**src/rtl/lsu_pkg.sv**
```systemverilog
// rtl/lsu_pkg.sv - shared LSU types and helpers; LSU_MISALIGN_EN enables split accesses.
package lsu_pkg;

  typedef logic [7:0]  u8_t;
  typedef logic [31:0] u32_t;
  typedef logic [3:0]  wrstb_t;

  typedef enum logic [1:0] {
    SZ_BYTE = 2'b00,
    SZ_HALF = 2'b01,
    SZ_WORD = 2'b10,
    SZ_RSVD = 2'b11
  } lsu_size_t;

  typedef enum logic [1:0] {
    ST_IDLE,
    ST_ACC1,
    ST_ACC2,
    ST_RESP
  } lsu_state_t;

  typedef struct packed {
    logic      we;
    lsu_size_t size;
    logic      sgn;
    u32_t      addr;
    u32_t      wdata;
  } lsu_req_t;

`ifdef LSU_MISALIGN_EN
  localparam bit SPLIT_EN = 1'b1;
`else
  localparam bit SPLIT_EN = 1'b0;
`endif

  // True when the access crosses a word boundary.
  function automatic logic is_misaligned(lsu_size_t size, logic [1:0] off);
    return ((size == SZ_HALF) && (off == 2'd3)) || ((size == SZ_WORD) && (off != 2'd0));
  endfunction

  function automatic wrstb_t size_mask(lsu_size_t size);
    case (size)
      SZ_BYTE: return 4'b0001;
      SZ_HALF: return 4'b0011;
      SZ_WORD: return 4'b1111;
      default: return 4'b0000;
    endcase
  endfunction

endpackage

```
**src/rtl/lsu_if.sv**
```systemverilog
// rtl/lsu_if.sv - request/response handshake bundle between a requester and the LSU.
interface lsu_if
  import lsu_pkg::*;
();

  logic      req_valid;
  logic      req_ready;
  logic      req_we;
  lsu_size_t req_size;
  logic      req_signed;
  u32_t      req_addr;
  u32_t      req_wdata;
  logic      rsp_valid;
  u32_t      rsp_rdata;
  logic      rsp_err;

  modport master (
    output req_valid, req_we, req_size, req_signed, req_addr, req_wdata,
    input  req_ready, rsp_valid, rsp_rdata, rsp_err
  );

  modport slave (
    input  req_valid, req_we, req_size, req_signed, req_addr, req_wdata,
    output req_ready, rsp_valid, rsp_rdata, rsp_err
  );

endinterface

```
**src/rtl/lsu_align.sv**
```systemverilog
// rtl/lsu_align.sv - combinational lane shifter: store data/strobes per word and load extraction.
module lsu_align
  import lsu_pkg::*;
(
  input  lsu_size_t  size_i,
  input  logic [1:0] off_i,
  input  logic       signed_i,
  input  logic       hi_lane_i,
  input  u32_t       wdata_i,
  input  u32_t       lo_word_i,
  input  u32_t       hi_word_i,
  output u32_t       wdata_o,
  output wrstb_t     strb_o,
  output u32_t       ldata_o
);

  logic [4:0]  sh;
  logic [63:0] st_wide;
  logic [7:0]  strb_wide;
  logic [63:0] ld_pair;
  u32_t        raw;
  u8_t         ld_byte;

  assign sh = {off_i, 3'b000};

  // Both halves of a split store come from one 64-bit shift; upper half feeds the second word.
  assign st_wide   = {32'd0, wdata_i} << sh;
  assign strb_wide = {4'd0, size_mask(size_i)} << off_i;
  assign wdata_o   = hi_lane_i ? st_wide[63:32]   : st_wide[31:0];
  assign strb_o    = hi_lane_i ? strb_wide[7:4]   : strb_wide[3:0];

  assign ld_pair = {hi_word_i, lo_word_i};
  assign raw     = 32'(ld_pair >> sh);
  assign ld_byte = raw[7:0];

  always_comb begin
    ldata_o = raw;
    case (size_i)
      SZ_BYTE: ldata_o = signed_i ? {{24{ld_byte[7]}}, ld_byte} : {24'd0, ld_byte};
      SZ_HALF: ldata_o = signed_i ? {{16{raw[15]}}, raw[15:0]} : {16'd0, raw[15:0]};
      default: ldata_o = raw;
    endcase
  end

endmodule

```
**src/rtl/lsu.sv**
```systemverilog
// rtl/lsu.sv - load/store unit, one request at a time; LSU_MISALIGN_EN splits word-crossing accesses.
module lsu
  import lsu_pkg::*;
(
  input  logic   clk,
  input  logic   rst_n,
  lsu_if.slave   bus,
  output u32_t   mem_addr,
  output u32_t   mem_wrdata,
  output wrstb_t mem_wrstb,
  input  u32_t   mem_rddata
);

  lsu_state_t state_q;
  lsu_req_t   req_q;
  u32_t       rd_lo_q;
  u32_t       rsp_rdata_q;
  logic       rsp_valid_q;
  logic       rsp_err_q;

  lsu_req_t   req_in;
  logic       req_bad;
  logic       in_acc2;
  u32_t       lo_word;
  u32_t       al_wdata;
  wrstb_t     al_strb;
  u32_t       al_ldata;

  assign req_in = '{we: bus.req_we, size: bus.req_size, sgn: bus.req_signed,
                    addr: bus.req_addr, wdata: bus.req_wdata};
  assign req_bad = (bus.req_size == SZ_RSVD) ||
                   (!SPLIT_EN && is_misaligned(bus.req_size, bus.req_addr[1:0]));
  assign in_acc2 = SPLIT_EN && (state_q == ST_ACC2);
  // In ACC2 the first word comes from the capture register, the second straight from memory.
  assign lo_word = (state_q == ST_ACC1) ? mem_rddata : rd_lo_q;

  lsu_align u_align (
    .size_i   (req_q.size),
    .off_i    (req_q.addr[1:0]),
    .signed_i (req_q.sgn),
    .hi_lane_i(in_acc2),
    .wdata_i  (req_q.wdata),
    .lo_word_i(lo_word),
    .hi_word_i(mem_rddata),
    .wdata_o  (al_wdata),
    .strb_o   (al_strb),
    .ldata_o  (al_ldata)
  );

  always_comb begin
    mem_addr   = '0;
    mem_wrdata = '0;
    mem_wrstb  = '0;
    if (rst_n && ((state_q == ST_ACC1) || in_acc2)) begin
      mem_addr   = {req_q.addr[31:2], 2'b00} + (in_acc2 ? 32'd4 : 32'd0);
      mem_wrdata = al_wdata;
      mem_wrstb  = req_q.we ? al_strb : 4'b0000;
    end
  end

  always_ff @(posedge clk) begin
    if (!rst_n) begin
      state_q     <= ST_IDLE;
      req_q       <= '0;
      rd_lo_q     <= '0;
      rsp_rdata_q <= '0;
      rsp_valid_q <= 1'b0;
      rsp_err_q   <= 1'b0;
    end else begin
      rsp_valid_q <= 1'b0;
      rsp_err_q   <= 1'b0;
      unique case (state_q)
        ST_IDLE: begin
          if (bus.req_valid) begin
            req_q <= req_in;
            if (req_bad) begin
              state_q     <= ST_RESP;
              rsp_valid_q <= 1'b1;
              rsp_err_q   <= 1'b1;
              rsp_rdata_q <= '0;
            end else begin
              state_q <= ST_ACC1;
            end
          end
        end
        ST_ACC1: begin
          rd_lo_q <= mem_rddata;
          if (SPLIT_EN && is_misaligned(req_q.size, req_q.addr[1:0])) begin
            state_q <= ST_ACC2;
          end else begin
            state_q     <= ST_RESP;
            rsp_valid_q <= 1'b1;
            rsp_rdata_q <= req_q.we ? 32'd0 : al_ldata;
          end
        end
`ifdef LSU_MISALIGN_EN
        ST_ACC2: begin
          state_q     <= ST_RESP;
          rsp_valid_q <= 1'b1;
          rsp_rdata_q <= req_q.we ? 32'd0 : al_ldata;
        end
`endif
        ST_RESP: state_q <= ST_IDLE;
        default: state_q <= ST_IDLE;
      endcase
    end
  end

  assign bus.req_ready = rst_n && (state_q == ST_IDLE);
  assign bus.rsp_valid = rsp_valid_q;
  assign bus.rsp_rdata = rsp_rdata_q;
  assign bus.rsp_err   = rsp_err_q;

endmodule

```
**src/flat_wrapper.sv**
```systemverilog
// flat-port wrapper written by rule: the top's interface ports become plain ports
module lsu_flat import lsu_pkg::*;
  (clk, rst_n, mem_addr, mem_wrdata, mem_wrstb, mem_rddata, bus_req_valid, bus_req_we, bus_req_size, bus_req_signed, bus_req_addr, bus_req_wdata, bus_req_ready, bus_rsp_valid, bus_rsp_rdata, bus_rsp_err);
  lsu_if bus_i ();
  input  logic clk;
  input  logic rst_n;
  output u32_t mem_addr;
  output u32_t mem_wrdata;
  output wrstb_t mem_wrstb;
  input  u32_t mem_rddata;
  input wire logic [$bits(bus_i.req_valid)-1:0] bus_req_valid;
  input wire logic [$bits(bus_i.req_we)-1:0] bus_req_we;
  input wire logic [$bits(bus_i.req_size)-1:0] bus_req_size;
  input wire logic [$bits(bus_i.req_signed)-1:0] bus_req_signed;
  input wire logic [$bits(bus_i.req_addr)-1:0] bus_req_addr;
  input wire logic [$bits(bus_i.req_wdata)-1:0] bus_req_wdata;
  output wire logic [$bits(bus_i.req_ready)-1:0] bus_req_ready;
  output wire logic [$bits(bus_i.rsp_valid)-1:0] bus_rsp_valid;
  output wire logic [$bits(bus_i.rsp_rdata)-1:0] bus_rsp_rdata;
  output wire logic [$bits(bus_i.rsp_err)-1:0] bus_rsp_err;
  assign bus_i.req_valid = bus_req_valid;
  assign bus_i.req_we = bus_req_we;
  assign bus_i.req_size = bus_req_size;
  assign bus_i.req_signed = bus_req_signed;
  assign bus_i.req_addr = bus_req_addr;
  assign bus_i.req_wdata = bus_req_wdata;
  assign bus_req_ready = bus_i.req_ready;
  assign bus_rsp_valid = bus_i.rsp_valid;
  assign bus_rsp_rdata = bus_i.rsp_rdata;
  assign bus_rsp_err = bus_i.rsp_err;
  lsu u_core (.clk(clk), .rst_n(rst_n), .bus(bus_i), .mem_addr(mem_addr), .mem_wrdata(mem_wrdata), .mem_wrstb(mem_wrstb), .mem_rddata(mem_rddata));
endmodule
```
**config.mk**
```make
export PLATFORM = sky130hd
export DESIGN_NAME = lsu_flat
export DESIGN_NICKNAME = d
export VERILOG_FILES = /design/src/rtl/lsu_pkg.sv /design/src/rtl/lsu_if.sv /design/src/rtl/lsu_align.sv /design/src/rtl/lsu.sv /design/src/flat_wrapper.sv
export SDC_FILE = /design/constraint.sdc
export NUM_CORES = 1
export LEC_CHECK = 0
export ABC_AREA = 1
export BUFFER_PORTS_ARGS = -buffer_cell sky130_fd_sc_hd__buf_2
export CAP_MARGIN = 10
export CELL_PAD_IN_SITES_DETAIL_PLACEMENT = 1
export CELL_PAD_IN_SITES_GLOBAL_PLACEMENT = 2
export CORE_MARGIN = 4
export CORE_UTILIZATION = 28
export CTS_BUF_LIST = sky130_fd_sc_hd__clkbuf_16
export DETAILED_ROUTE_END_ITERATION = 16
export PLACE_DENSITY = 0.85
export SLEW_MARGIN = 10
export SYNTH_ARGS = -nofsm -noshare
export SYNTH_HDL_FRONTEND = slang
export SYNTH_HIERARCHICAL = 1
export SYNTH_SLANG_ARGS = --single-unit
```
**constraint.sdc**
```tcl
create_clock -name clk -period 2.68 [get_ports clk]
set_clock_uncertainty 0.1 [all_clocks]
set_input_delay 0.536 -clock clk [delete_from_list [all_inputs] [get_ports clk]]
set_output_delay 0.536 -clock clk [all_outputs]
set_load 0.02 [all_outputs]
```
Word level (Yosys, flattened, before mapping)
Index checks and enable logic that the tools add are counted.

Input port bits: 103. Output and inout bits: 103. Flip-flop bits (word level): 136. Logic and storage cells: 54.

Equal/unequal tests: 9. Shift-type cells: 3. Reductions and logical operators: 13. Mux-type cells: 19.

Operators with widths (number): two-way mux 32 bit (8); one-hot mux 32 bit (2 select lines) (2); >> shifter 64 x 5 -> 32 bit (1); << shifter 32 x 5 -> 32 bit (1); one-hot mux 4 bit (3 select lines) (1); == test 2 bit, second input constant (4); two-way mux 4 bit (2); == test 2 x 1 -> 1 bit, second input constant (3); logical AND 1 bit (4); zero test 2 bit (2); two-way mux 2 bit (2); one-hot mux 2 bit (2 select lines) (1); AND reduction 2 bit (2); nonzero test 2 bit (2); << shifter 4 x 2 -> 4 bit (1); AND reduction 3 bit (1); logical OR 1 bit (2); two-way mux 1 bit (2); != test 2 x 1 -> 1 bit, second input constant (1); != test 2 bit, second input constant (1); one-hot mux 1 bit (2 select lines) (1).

Longest topological paths before layout
Word-level depth: 7. Gate-level depth with buffers: 14. Gate-level depth less buffers: 12.

Cells and area by module
Netlist, hierarchy kept.

Modules (own cells, without submodules): lsu (cells each 745, instances 1, seq. area each 2722.6 um^2, area each 5631.7 um^2); lsu_align (cells each 431, instances 1, seq. area each 0.0 um^2, area each 2140.8 um^2).

Least setup slack after synthesis
No wires, ideal clock.

Path type: flip-flop to output port. Start point: reg u_core/req_q[65] (netlist bit). End point: out mem_wrstb[2]. Data arrival time: 1.377 ns. Buffers on the path: 0. Stages on the path, launching flop included: 9. Path slack: 0.667 ns. Required time: 2.044 ns. Path through: dfxtp_1 inv_1 ha_1 inv_1 nand2_1 o21ai_0 o211ai_1 nand2_1 nor2_1.

Cells in the longest elaborated chain, start to end: 5. Elaborated cells between the ends (all ways): 7. Those cells by class: eq/ne (2); shift (1); mux (3); reduce/logical (1).

Ends and longest elaborated chain: start: declaration (RTL line lsu.sv:15) `lsu_req_t req_q;`; start signal: assignment (RTL line lsu.sv:75) `req_q <= req_in;`; == test 2 bit (tied with other cells) (RTL line lsu_pkg.sv:42) `case (size)`; one-hot mux 4 bit (3 select lines) * (RTL line lsu_pkg.sv:42); << shifter 4 x 2 -> 4 bit * (RTL line lsu_align.sv:28) `assign strb_wide = {4'd0, size_mask(size_i)} << off_i;`; named net u_core.al_strb[2] (RTL line lsu.sv:26) `wrstb_t al_strb;`; two-way mux 4 bit * (RTL line lsu.sv:57) `mem_wrstb = req_q.we ? al_strb : 4'b0000;`; two-way mux 4 bit * (RTL line lsu.sv:54) `if (rst_n && ((state_q == ST_ACC1) || in_acc2)) begin`; end: declaration (RTL line flat_wrapper.sv:9) `output wrstb_t mem_wrstb;`.

The timed path passes the listed nets; every way through them passes the cells marked *.

Worst setup path in the final report
Start point: reg u_core/req_q[65] (netlist bit). End point: out mem_wrstb[3].

Same word-level chain as after synthesis.

==> results.py <==
metrics = {
    "status": {
        "status": "finished clean",
    },
    "cells_and_area": {
        "fin_cells": 1730,
        "regArea_um2": 2730,
        "n_fill_cell": 3554,
        "drive_above_1_share_pct": 23.1,
        "final_util_pct": 35.5,
        "multi_input_area_um2": 4000,
        "final_nets": 1449,
        "syn2layout_area_growth_pct": 23.9,
    },
    "cts": {
        "h-tree-depth": 4,
        "ctsLongestPathBuffers": 2,
        "clock-sinks": 136,
        "numCtsBuffers": 17,
        "root_buffer": "clkbuf_16",
        "cts_tree": "built",
        "clk_pin_slew_worst_paths_ps": 70,
        "clk_latency_ps": 430,
    },
    "worst_setup_path": {
        "crit_arrival_ps": 1920,
        "r2r_start": "u_core/state_q[1]$_SDFFE_PN0P_",
        "end_kind": "primary output",
        "worstSetupPathType": "reg -> out",
        "reg2reg_to": "u_core/bus.rsp_rdata[26]$_SDFFE_PN0P_",
        "r2r_setup_slack_ps": 440,
        "cp_slowest_cell": "o21ai_0",
        "path_cells": "inv_1 -> ha_4 -> o21ai_0 -> o22ai_1 -> nand2_1 -> nor2_1 -> buf_2",
        "crit_required_ps": 2040,
        "r2r_cells": 12,
        "cp_max_fo": 4,
        "startpoint_type": "flop",
        "max_stage_delay_ps": 370,
    },
    "floorplanning": {
        "die_area_um2": 30500,
        "die_x_um": 175,
        "core.rowCount": 60,
        "start_util_pct": 28.7,
        "io-pin-count": 206,
        "core_um2": 27100,
        "fp.dieH_um": 175,
    },
    "logic_synthesis": {
        "synth_area_um2": 7770,
        "synth_commonest_cells": "209 x nand2_1, 176 x nor2_1, 136 x dfxtp_1, 124 x nand3_1, 122 x inv_1",
        "ys_warn_count": 6,
        "syn_inst": 1176,
        "ys_seq_elements": 136,
        "synthArstFlopShare_pct": 0,
        "synth_top_area_share_pct": 35.0,
        "syn-mean-instance-area_um2": 6.61,
        "yosysMostFrequentCell": "nand2_1",
        "ys_types": 36,
        "synth.yosys.seq_area_share_pct": 35.0,
        "yosys.area.top_type": "dfxtp_1",
        "synth_ff_type": "dfxtp_1",
        "synthTopCellsByArea": "dfxtp_1 35%, nand2_1 10%, nor2_1 8.5%",
        "synth_edf_count": 0,
    },
    "grt": {
        "grt_overflow": 0,
        "antenna_found_initial": 6,
        "grt_usage_pct": 17.7,
        "grt_pass1_vias": 8137,
        "grt_pass1_wl_um": 43800,
        "grt_max_degree": 69,
    },
    "worst_hold_path": {
        "min-delay-start": "bus_req_wdata[22]",
        "whs_path_depth": 3,
        "hold_end": "u_core/req_q[22]$_SDFFE_PN0P_",
        "min_path_type": "in -> reg",
    },
    "pwr": {
        "intPower_uw": 4120,
        "pwr-share-seq_pct": 36.3,
        "irDropWorstVdd_mv": 0.266,
        "combPwrFrac_pct": 23.5,
        "p_switching_uw": 2150,
        "power_density_nw_per_um2": 651,
        "clock_power_share_pct": 40.2,
        "power.switching_fraction_pct": 34.3,
        "p_leak_uw": 0.00449,
    },
    "place": {
        "place_congestion": 0.790,
        "dp.cells": 1692,
        "port_buffers": 203,
        "dp_hpwl_um": 19800,
        "place_ws_ps": 374,
    },
    "sta": {
        "post-route-period-util_pct": 95.4,
        "hold_viol": 0,
        "fin_crit_ps": 2560,
        "slew_headroom_pct": 49.5,
        "fmax_mhz": 391,
        "setup_ws_ps": 122,
        "tightest_slew_ps": 757,
        "setup_viol": 0,
        "drv_slew": 0,
    },
    "drt": {
        "ant_nets": 0,
        "drt_iter0_drc": 444,
        "wirelength_um": 27600,
        "wl_per_cell_um": 15.9,
        "dr.pass1.iters": 6,
        "viasPerCell": 4.72,
        "drc": 0,
        "via_count": 8158,
    },
    "run": {
        "maxCapViolCount": 0,
    },
}
area by class of cell:
type | instances | area share, %
multi-input combinational | 826 | 41.6
timing repair buffer | 230 | 13.4
inverter | 131 | 5.29
clock buffer | 17 | 4.42
antenna | 3 | 0.0780
sequential | 136 | 28.4
tap | 372 | 4.83
clock inverter | 15 | 2.09
sequential cells by signal (all words and copies together), names as in the netlist:
register / count
u_core/bus.rsp_err: 1
u_core/bus.rsp_rdata: 32
u_core/bus.rsp_valid: 1
u_core/rd_lo_q: 32
u_core/req_q: 68
u_core/state_q: 2
worst max path at each step:
stage	end	startpoint	slack, ps
2_1_floorplan	mem_wrstb[2]	u_core/req_q[65]$_SDFFE_PN0P_	670
3_3_place_gp	mem_wrstb[3]	u_core/req_q[33]$_SDFFE_PN0P_	390
3_5_place_dp	mem_wrstb[3]	u_core/req_q[33]$_SDFFE_PN0P_	370
4_1_cts	mem_wrstb[2]	u_core/req_q[66]$_SDFFE_PN0P_	10
5_1_grt	mem_wrstb[2]	u_core/req_q[65]$_SDFFE_PN0P_	-20
6_report	mem_wrstb[3]	u_core/req_q[65]$_SDFFE_PN0P_	120
cell usage in the layout, fill, tap and decap left out, drive strengths merged, types with 7 or more instances in the layout:
master / Yosys / routed
a21oi: 81 / 81
a32oi: 7 / 7
buf: 72 / 230
clkbuf: 16 / 17
dfxtp: 136 / 136
inv: 130 / 139
nand2: 214 / 214
nand3: 129 / 129
nor2: 189 / 189
o211ai: 9 / 9
o21ai: 134 / 134
o22ai: 18 / 18
or2: 32 / 32
metrics by stage:
step | total power, uW | instance area [um^2] | hold slack [ps] | setup TNS, ps
6_report | 6270 | 9630 | 249 | 0
3_5_place_dp | 3770 | 8920 | 350 | 0
3_3_place_gp | 3740 | 8920 | 346 | 0
4_1_cts | 6330 | 9570 | 234 | 0
5_1_grt | 6650 | 9630 | 254 | -21.9
2_1_floorplan | 3370 | 7790 | 330 | 0
per-layer routing:
metal,up-vias,routed length (um),GRT usage [%]
met4,6,303,3.99
met2,200,13300,30.4
met1,3828,12400,22.8
li1,4101,-,-
met3,23,1500,4.18
met5,-,22,0
cell families after synthesis:
logic type	Yosys count	share of synthesized area, %
buffers and inverters	219	14.0
other	1	0.0482
and+or+nand+nor	567	32.8
adders and majority gates	4	0.644
AOI/OAI and AO/OA	249	17.5
DFF	136	35.0
what timing repair did:
item	4_1_cts	5_1_grt
resized for setup	3	11
pin swaps	0	3
setup endpoints to repair	23	8
hold buffers	0	0
setup buffers	1	2
worst max-delay path: cells and delay by family (launching register included):
family | cells | cell delay (ps)
AO/OA/AOI/OAI | 2 | 500
flip-flops | 1 | 360
AND/OR/NAND/NOR | 2 | 150
buffers and inverters | 2 | 290
adder cells (fa/ha/maj) | 1 | 220
power by group through the flow:
| stage | sequential (uW) | combinational [uW] | clock [uW] |
|---|---|---|---|
| 5_1_grt | 2300 | 1680 | 2670 |
| 4_1_cts | 2280 | 1460 | 2590 |
| 3_3_place_gp | 2340 | 1410 | 0 |
| 6_report | 2280 | 1470 | 2520 |
| 3_5_place_dp | 2340 | 1430 | 0 |
| 2_1_floorplan | 2320 | 1050 | 0 |
Power figures use the tool's default switching activity.
